<file path="src/rtl/fatori_fi_sequencer_if.sv">
// Command / injection / detection / response bundle of the FATORI fault-injection sequencer.
// With FATORI_FI_STATS_EN defined the bundle also carries the four event counters.
interface fatori_fi_sequencer_if;
  logic        cmd_valid_i;
  logic        cmd_ready_o;
  logic [7:0]  cmd_target_i;
  logic [15:0] cmd_delay_i;
  logic [7:0]  cmd_hold_i;
  logic        abort_i;
  logic [7:0]  fi_port_o;
  logic        reg_injection_pulse_o;
  logic        detect_min_i;
  logic        detect_maj_i;
  logic        rsp_valid_o;
  logic        rsp_ready_i;
  logic [1:0]  rsp_status_o;
  logic [15:0] rsp_latency_o;
`ifdef FATORI_FI_STATS_EN
  logic [15:0] stat_inj_cnt_o;
  logic [15:0] stat_det_cnt_o;
  logic [15:0] stat_to_cnt_o;
  logic [15:0] stat_spurious_cnt_o;
`endif

  // Sequencer side
  modport slave (
    input  cmd_valid_i, cmd_target_i, cmd_delay_i, cmd_hold_i, abort_i,
           detect_min_i, detect_maj_i, rsp_ready_i,
    output cmd_ready_o, fi_port_o, reg_injection_pulse_o,
           rsp_valid_o, rsp_status_o, rsp_latency_o
`ifdef FATORI_FI_STATS_EN
         , stat_inj_cnt_o, stat_det_cnt_o, stat_to_cnt_o, stat_spurious_cnt_o
`endif
  );

  // Campaign controller / fabric side
  modport master (
    output cmd_valid_i, cmd_target_i, cmd_delay_i, cmd_hold_i, abort_i,
           detect_min_i, detect_maj_i, rsp_ready_i,
    input  cmd_ready_o, fi_port_o, reg_injection_pulse_o,
           rsp_valid_o, rsp_status_o, rsp_latency_o
`ifdef FATORI_FI_STATS_EN
         , stat_inj_cnt_o, stat_det_cnt_o, stat_to_cnt_o, stat_spurious_cnt_o
`endif
  );
endinterface

</file>
<file path="src/rtl/fatori_fi_sequencer.sv">
// FATORI fault-injection sequencer: delay, drive fi_port for a hold window, classify detection.
// Optional event counters are enabled with the FATORI_FI_STATS_EN macro.
module fatori_fi_sequencer #(
  parameter int TIMEOUT_CYCLES = 1024,
  parameter int TO_W           = 16
) (
  input logic                  clk_i,
  input logic                  rst_ni,
  fatori_fi_sequencer_if.slave bus
);

  typedef enum logic [2:0] {
    S_IDLE,
    S_DELAY,
    S_INJECT,
    S_OBSERVE,
    S_REPORT
  } state_t;

  localparam logic [1:0]      ST_MINOR   = 2'd0;
  localparam logic [1:0]      ST_MAJOR   = 2'd1;
  localparam logic [1:0]      ST_TIMEOUT = 2'd2;
  localparam logic [1:0]      ST_BADTGT  = 2'd3;
  localparam logic [TO_W-1:0] TO_LAST    = TO_W'(TIMEOUT_CYCLES - 1);

  state_t          state_reg;
  logic [7:0]      target_reg;
  logic [7:0]      hold_reg;
  logic [7:0]      hold_cnt_reg;
  logic [15:0]     delay_cnt_reg;
  logic [15:0]     lat_reg;
  logic [TO_W-1:0] to_cnt_reg;
  logic            cmd_ready_reg;
  logic            pulse_reg;
  logic [7:0]      fi_port_reg;
  logic            rsp_valid_reg;
  logic [1:0]      rsp_status_reg;
  logic [15:0]     rsp_latency_reg;

  logic        cmd_fire;
  logic        detect;
  logic        active;
  logic [1:0]  det_status;
  logic [15:0] lat_next;
  logic [7:0]  hold_eff;
  logic        inj_start;
  logic [7:0]  inj_target;
  logic [7:0]  inj_hold;
  logic        det_rsp;
  logic        to_rsp;

  assign cmd_fire   = bus.cmd_valid_i & cmd_ready_reg;
  assign detect     = bus.detect_min_i | bus.detect_maj_i;
  assign active     = (state_reg == S_INJECT) || (state_reg == S_OBSERVE);
  assign det_status = bus.detect_maj_i ? ST_MAJOR : ST_MINOR;
  assign lat_next   = (lat_reg == 16'hFFFF) ? lat_reg : lat_reg + 16'd1;
  assign hold_eff   = (bus.cmd_hold_i == 8'd0) ? 8'd1 : bus.cmd_hold_i;

  // Injection begins either straight from an accepted zero-delay command or at the end of DELAY.
  assign inj_start  = ((state_reg == S_IDLE) && cmd_fire && (bus.cmd_target_i != 8'd0) &&
                       (bus.cmd_delay_i == 16'd0)) ||
                      ((state_reg == S_DELAY) && !bus.abort_i && (delay_cnt_reg == 16'd1));
  assign inj_target = (state_reg == S_IDLE) ? bus.cmd_target_i : target_reg;
  assign inj_hold   = (state_reg == S_IDLE) ? hold_eff : hold_reg;
  assign det_rsp    = active && !bus.abort_i && detect;
  assign to_rsp     = (state_reg == S_OBSERVE) && !bus.abort_i && !detect &&
                      (to_cnt_reg == TO_LAST);

  always_ff @(posedge clk_i or negedge rst_ni) begin
    if (!rst_ni) begin
      state_reg       <= S_IDLE;
      target_reg      <= 8'd0;
      hold_reg        <= 8'd0;
      hold_cnt_reg    <= 8'd0;
      delay_cnt_reg   <= 16'd0;
      lat_reg         <= 16'd0;
      to_cnt_reg      <= '0;
      cmd_ready_reg   <= 1'b1;
      pulse_reg       <= 1'b0;
      fi_port_reg     <= 8'd0;
      rsp_valid_reg   <= 1'b0;
      rsp_status_reg  <= 2'd0;
      rsp_latency_reg <= 16'd0;
    end else begin
      pulse_reg <= 1'b0;
      if (inj_start) begin
        state_reg     <= S_INJECT;
        cmd_ready_reg <= 1'b0;
        fi_port_reg   <= inj_target;
        pulse_reg     <= 1'b1;
        lat_reg       <= 16'd0;
        hold_cnt_reg  <= inj_hold;
      end else if (bus.abort_i && (state_reg != S_IDLE)) begin
        state_reg     <= S_IDLE;
        cmd_ready_reg <= 1'b1;
        fi_port_reg   <= 8'd0;
        rsp_valid_reg <= 1'b0;
      end else if (det_rsp) begin
        state_reg       <= S_REPORT;
        fi_port_reg     <= 8'd0;
        rsp_valid_reg   <= 1'b1;
        rsp_status_reg  <= det_status;
        rsp_latency_reg <= lat_reg;
      end else begin
        case (state_reg)
          S_IDLE: begin
            if (cmd_fire) begin
              target_reg    <= bus.cmd_target_i;
              hold_reg      <= hold_eff;
              cmd_ready_reg <= 1'b0;
              if (bus.cmd_target_i == 8'd0) begin
                state_reg       <= S_REPORT;
                rsp_valid_reg   <= 1'b1;
                rsp_status_reg  <= ST_BADTGT;
                rsp_latency_reg <= 16'd0;
              end else begin
                state_reg     <= S_DELAY;
                delay_cnt_reg <= bus.cmd_delay_i;
              end
            end
          end
          S_DELAY: begin
            delay_cnt_reg <= delay_cnt_reg - 16'd1;
          end
          S_INJECT: begin
            lat_reg <= lat_next;
            if (hold_cnt_reg == 8'd1) begin
              state_reg   <= S_OBSERVE;
              fi_port_reg <= 8'd0;
              to_cnt_reg  <= '0;
            end else begin
              hold_cnt_reg <= hold_cnt_reg - 8'd1;
            end
          end
          S_OBSERVE: begin
            lat_reg <= lat_next;
            if (to_rsp) begin
              state_reg       <= S_REPORT;
              rsp_valid_reg   <= 1'b1;
              rsp_status_reg  <= ST_TIMEOUT;
              rsp_latency_reg <= 16'hFFFF;
            end else begin
              to_cnt_reg <= to_cnt_reg + TO_W'(1);
            end
          end
          S_REPORT: begin
            if (bus.rsp_ready_i) begin
              state_reg     <= S_IDLE;
              rsp_valid_reg <= 1'b0;
              cmd_ready_reg <= 1'b1;
            end
          end
          default: begin
            state_reg     <= S_IDLE;
            cmd_ready_reg <= 1'b1;
            fi_port_reg   <= 8'd0;
            rsp_valid_reg <= 1'b0;
          end
        endcase
      end
    end
  end

  assign bus.cmd_ready_o           = cmd_ready_reg;
  assign bus.fi_port_o             = fi_port_reg;
  assign bus.reg_injection_pulse_o = pulse_reg;
  assign bus.rsp_valid_o           = rsp_valid_reg;
  assign bus.rsp_status_o          = rsp_status_reg;
  assign bus.rsp_latency_o         = rsp_latency_reg;

`ifdef FATORI_FI_STATS_EN
  logic             spurious;
  logic [3:0]       stat_inc;
  logic [3:0][15:0] stat_cnt;

  assign spurious = detect && ((state_reg == S_IDLE) || (state_reg == S_DELAY) ||
                               (state_reg == S_REPORT));
  assign stat_inc = {spurious, to_rsp, det_rsp, inj_start};

  // Counters tick on the event itself, so an aborted command keeps what it already produced.
  genvar gi;
  for (gi = 0; gi < 4; gi++) begin : g_stat
    logic [15:0] cnt_reg;
    always_ff @(posedge clk_i or negedge rst_ni) begin
      if (!rst_ni) begin
        cnt_reg <= 16'd0;
      end else if (stat_inc[gi]) begin
        cnt_reg <= cnt_reg + 16'd1;
      end
    end
    assign stat_cnt[gi] = cnt_reg;
  end

  assign bus.stat_inj_cnt_o      = stat_cnt[0];
  assign bus.stat_det_cnt_o      = stat_cnt[1];
  assign bus.stat_to_cnt_o       = stat_cnt[2];
  assign bus.stat_spurious_cnt_o = stat_cnt[3];
`endif

endmodule
</file>
<file path="src/flat_wrapper.sv">
// flat-port wrapper written by rule: the top's interface ports become plain ports
module fatori_fi_sequencer_flat 
#(
  parameter int TIMEOUT_CYCLES = 1024,
  parameter int TO_W           = 16
)
  (clk_i, rst_ni, bus_cmd_valid_i, bus_cmd_target_i, bus_cmd_delay_i, bus_cmd_hold_i, bus_abort_i, bus_detect_min_i, bus_detect_maj_i, bus_rsp_ready_i, bus_cmd_ready_o, bus_fi_port_o, bus_reg_injection_pulse_o, bus_rsp_valid_o, bus_rsp_status_o, bus_rsp_latency_o);
  fatori_fi_sequencer_if bus_i ();
  input logic clk_i;
  input logic rst_ni;
  input wire logic [$bits(bus_i.cmd_valid_i)-1:0] bus_cmd_valid_i;
  input wire logic [$bits(bus_i.cmd_target_i)-1:0] bus_cmd_target_i;
  input wire logic [$bits(bus_i.cmd_delay_i)-1:0] bus_cmd_delay_i;
  input wire logic [$bits(bus_i.cmd_hold_i)-1:0] bus_cmd_hold_i;
  input wire logic [$bits(bus_i.abort_i)-1:0] bus_abort_i;
  input wire logic [$bits(bus_i.detect_min_i)-1:0] bus_detect_min_i;
  input wire logic [$bits(bus_i.detect_maj_i)-1:0] bus_detect_maj_i;
  input wire logic [$bits(bus_i.rsp_ready_i)-1:0] bus_rsp_ready_i;
  output wire logic [$bits(bus_i.cmd_ready_o)-1:0] bus_cmd_ready_o;
  output wire logic [$bits(bus_i.fi_port_o)-1:0] bus_fi_port_o;
  output wire logic [$bits(bus_i.reg_injection_pulse_o)-1:0] bus_reg_injection_pulse_o;
  output wire logic [$bits(bus_i.rsp_valid_o)-1:0] bus_rsp_valid_o;
  output wire logic [$bits(bus_i.rsp_status_o)-1:0] bus_rsp_status_o;
  output wire logic [$bits(bus_i.rsp_latency_o)-1:0] bus_rsp_latency_o;
  assign bus_i.cmd_valid_i = bus_cmd_valid_i;
  assign bus_i.cmd_target_i = bus_cmd_target_i;
  assign bus_i.cmd_delay_i = bus_cmd_delay_i;
  assign bus_i.cmd_hold_i = bus_cmd_hold_i;
  assign bus_i.abort_i = bus_abort_i;
  assign bus_i.detect_min_i = bus_detect_min_i;
  assign bus_i.detect_maj_i = bus_detect_maj_i;
  assign bus_i.rsp_ready_i = bus_rsp_ready_i;
  assign bus_cmd_ready_o = bus_i.cmd_ready_o;
  assign bus_fi_port_o = bus_i.fi_port_o;
  assign bus_reg_injection_pulse_o = bus_i.reg_injection_pulse_o;
  assign bus_rsp_valid_o = bus_i.rsp_valid_o;
  assign bus_rsp_status_o = bus_i.rsp_status_o;
  assign bus_rsp_latency_o = bus_i.rsp_latency_o;
  fatori_fi_sequencer #(.TIMEOUT_CYCLES(TIMEOUT_CYCLES), .TO_W(TO_W)) u_core (.clk_i(clk_i), .rst_ni(rst_ni), .bus(bus_i));
endmodule
</file>
<file path="config.mk">
export PLATFORM = sky130hd
export DESIGN_NAME = fatori_fi_sequencer_flat
export DESIGN_NICKNAME = d
export VERILOG_FILES = /design/src/rtl/fatori_fi_sequencer_if.sv /design/src/rtl/fatori_fi_sequencer.sv /design/src/flat_wrapper.sv
export SDC_FILE = /design/constraint.sdc
export NUM_CORES = 1
export LEC_CHECK = 0
export ABC_AREA = 1
export BUFFER_PORTS_ARGS = -buffer_cell sky130_fd_sc_hd__buf_4
export CORE_MARGIN = 3
export CORE_UTILIZATION = 54
export CTS_CLUSTER_SIZE = 40
export DETAILED_ROUTE_END_ITERATION = 6
export MAX_ROUTING_LAYER = met4
export PLACE_DENSITY = 0.74
export SLEW_MARGIN = 15
export SYNTH_ARGS = -nofsm -noshare
export SYNTH_HDL_FRONTEND = slang
export SYNTH_SLANG_ARGS = --single-unit
</file>
<file path="constraint.sdc">
create_clock -name clk_i -period 1.96 [get_ports clk_i]
set_clock_uncertainty 0.1 [all_clocks]
set_input_delay 0 -clock clk_i [delete_from_list [all_inputs] [get_ports clk_i]]
set_output_delay 0 -clock clk_i [all_outputs]
set_load 0.01 [all_outputs]
</file>
==> metrics.yaml <==
finalWirelength_um: 17100
syn_nets: 965
outcome: "finished clean"
post-route-util_pct: 72.6
root_buffer: "clkbuf_16"
slowest_stage: "dfrtp_1"
core-area_um2: 11600
post-route-min-period_ns: 1.94
final-setup-viol-count: 0
clk_path_buf_depth: 2
slew_viol_final: 0
total_power_mw: 8.88
rows: 39
clk_pin_slew_ns: 0.07
syn-cell-area_um2: 6460
die_h_um: 115
use_met1_pct: 35.4
path_cells: "nor2_1, nand2_1, nor3b_2, nand3_2, buf_4, nand3_4, buf_6, nor2_8, nand2_1, nand2_1"
dieArea_um2: 13300
vias_per_cell: 5.33
worstMarginPinSlew_ns: 0.632
grt_pass1_wl_um: 27500
cp_max_fo: 6
reg2reg_from: "u_core.delay_cnt_reg[10]$_DFFE_PN0P_"
fin_ws_ns: 0.0250
rrSetupSlack_ns: 0.02
antenna_cells: 0
crit_path_end_kind: "flop"
min_path_cells: 6
first_iter_violations: 460
cts.sinks: 104
timing.critical_path.mode_cell: "nand2_1"
wl_per_cell_um: 14.0
whs_endpoint: "u_core.to_cnt_reg[1]$_DFFE_PN0P_"
synth-seq-area-share_pct: 40.3
layout_common_cells: "nand2_1 (322), buf_4 (123), dfrtp_1 (101), nor2_1 (85)"
io_buffers: 67
final_common_cell: "nand2_1"
start_util_pct: 55.9
postSynthAreaPerCell_um2: 7.02
cts_buffers: 9
cts_tree: "built"
reg2reg_depth: 10
ys_warn_count: 0
firstDrtPassIters: 6
clkLatencyLatePin_ns: 0.36
max_cap_viol_count: 0
place.gp.congestion: 0.938
r2r-end: "u_core.bus.rsp_latency_o[12]$_DFFE_PN0P_"
hold_violations: 0
cp_num_buf_inv: 2
relSlewSlack_pct: 57.8
critPathTopFamily: "simple AND/OR/NAND/NOR gates"
detail-route-antenna-nets: 0
tns_ns: 0
leakagePower_nw: 4.28
dp_hpwl_um: 11800
layout.nets: 1120
arrival_ns: 2.07
power_density_nw_per_um2: 1060
synth_cells: 920
worstSetupPathType: "reg2reg"
grt_use_met2_pct: 41.6
hold_slack_ns: 0.0447
via_count: 6523
use_met3_pct: 4.89
ys_ff_latch: 104
synth_top_cell_by_area: "dfrtp_1"
start_kind: "flop"
syn2layout_area_growth_pct: 29.9
period_share_pct: 98.7
grt_start_max_net_pins: 46
yosysTopAreaCellShare_pct: 39.9
ioPinCount: 68
fmax_ghz: 0.517
dieWidth_um: 115
ir_drop_mv: 0.615
gr-total-overflow: 0
drive_gt1_share_pct: 19.7
htreeDepth: 3
antenna_found_initial: 0
drc_errors: 0
post-place-ws_ns: -0.0170
required_ns: 2.10
critPathMaxStageDelay_ns: 0.39
ys_top_cells_by_area: "dfrtp_1 (40%), nand2_1 (19%), o21ai_0 (6.4%), nor2_1 (5.5%), inv_1 (4.7%)"
grt.total_usage_pct: 26.2
min_from: "bus_abort_i"
synthDistinctLibCells: 39
hold_class: "in2reg"
grt.busiest_layer: "met2"
rsz0062_at_grt: "yes"
first_global_vias: 5946
## logic make-up (layout without fill, tap and decap cells)
| logic type | count (synthesis) | count (layout) | share of synthesized area, % |
|---|---|---|---|
| compound gates | 115 | 115 | 9.66 |
| xor+xnor | 32 | 32 | 4.34 |
| fa+ha+maj | 6 | 6 | 1.16 |
| buf+inv | 112 | 267 | 7.36 |
| flops | 104 | 104 | 40.3 |
| simple gates | 551 | 556 | 37.2 |
## where the power goes
part | total [mW] | switching [mW] | leakage [nW] | internal [mW]
logic | 3.94 | 2.43 | 2.81 | 1.51
clock network | 2.01 | 0.843 | 0.161 | 1.17
registers | 2.92 | 0.345 | 1.31 | 2.58
total | 8.88 | 3.62 | 4.28 | 5.26
## worst max path at each step
| stage | start | endpoint | slack [ns] | depth (start not counted) |
|---|---|---|---|---|
| after floorplan | u_core.to_cnt_reg[0]$_DFFE_PN0P_ | u_core.bus.rsp_latency_o[0]$_DFFE_PN0P_ | 0.07 | 11 |
| after detailed placement | u_core.delay_cnt_reg[1]$_DFFE_PN0P_ | u_core.lat_reg[10]$_DFFE_PN0P_ | -0.02 | 9 |
| final | u_core.delay_cnt_reg[10]$_DFFE_PN0P_ | u_core.bus.rsp_latency_o[12]$_DFFE_PN0P_ | 0.02 | 10 |
| after CTS | u_core.to_cnt_reg[0]$_DFFE_PN0P_ | u_core.bus.rsp_latency_o[9]$_DFFE_PN0P_ | 0.009 | 11 |
| after global routing | u_core.delay_cnt_reg[1]$_DFFE_PN0P_ | u_core.bus.rsp_latency_o[12]$_DFFE_PN0P_ | -0.07 | 11 |
| after global placement | u_core.state_reg[1]$_DFFE_PN0P_ | u_core.hold_cnt_reg[6]$_DFFE_PN0P_ | 0.02 | 10 |
## through the flow
stage / cell area, um2 / std cells
floorplan: 6460 / 920
global placement: 7430 / 1160
detailed placement: 7430 / 1160
CTS: 8160 / 1213
global route: 8400 / 1223
finish: 8400 / 1223
## layout make-up
class / instances / area, um2
Tap cell: 143 / 179
Clock buffer: 11 / 243
Timing Repair Buffer: 163 / 1370
Sequential cell: 104 / 2610
Fill cell: 920 / 3170
Inverter: 88 / 335
Clock inverter: 5 / 86.3
Multi-Input combinational cell: 709 / 3580
## tightest hold or removal path: cells and delay by family
family / cells / cell delay [ns]
AND/OR/NAND/NOR: 3 / 0.23
buffers and inverters: 3 / 0.24
## per-layer routing
layer,vias to the layer above,routed length (um),share of wire (%)
li1,3251,-,-
met1,3033,7750,45
met2,211,8240,48
met3,28,869,5.1
met4,0,270,1.6
met5,-,0,0
## synthesized netlist by cell type
master,instances
nand3_2,3
ha_1,6
dfstp_2,1
o21bai_1,1
o21ai_1,8
o211ai_1,12
nor2_8,2
nor3_4,1
nand3_1,60
buf_1,1
nor3_1,19
nand3_4,2
nor2_2,4
inv_1,81
nor2_1,95
a31oi_1,1
nand3b_1,4
nand2_1,329
nand4_2,1
nand2_2,9
clkbuf_2,1
or2_2,1
xnor2_1,12
buf_6,4
nand4_1,13
clkbuf_1,9
buf_4,1
buf_2,7
a21oi_1,5
a22oi_1,3
nand2_4,3
inv_2,7
o21ai_2,2
xor2_1,20
dfrtp_1,103
buf_8,1
o21ai_0,83
nor3b_1,2
nor2_4,3
## timing repair
action                                  CTS  global route
endpoints found under the setup margin   25           102
pin swaps                                 2            12
setup buffers                             1             6
gates cloned                              1             4
resized for setup                         3            41
hold buffers                             35             0
hold endpoints to repair                 85             0
Note: power is estimated with default switching activity, not from simulation.
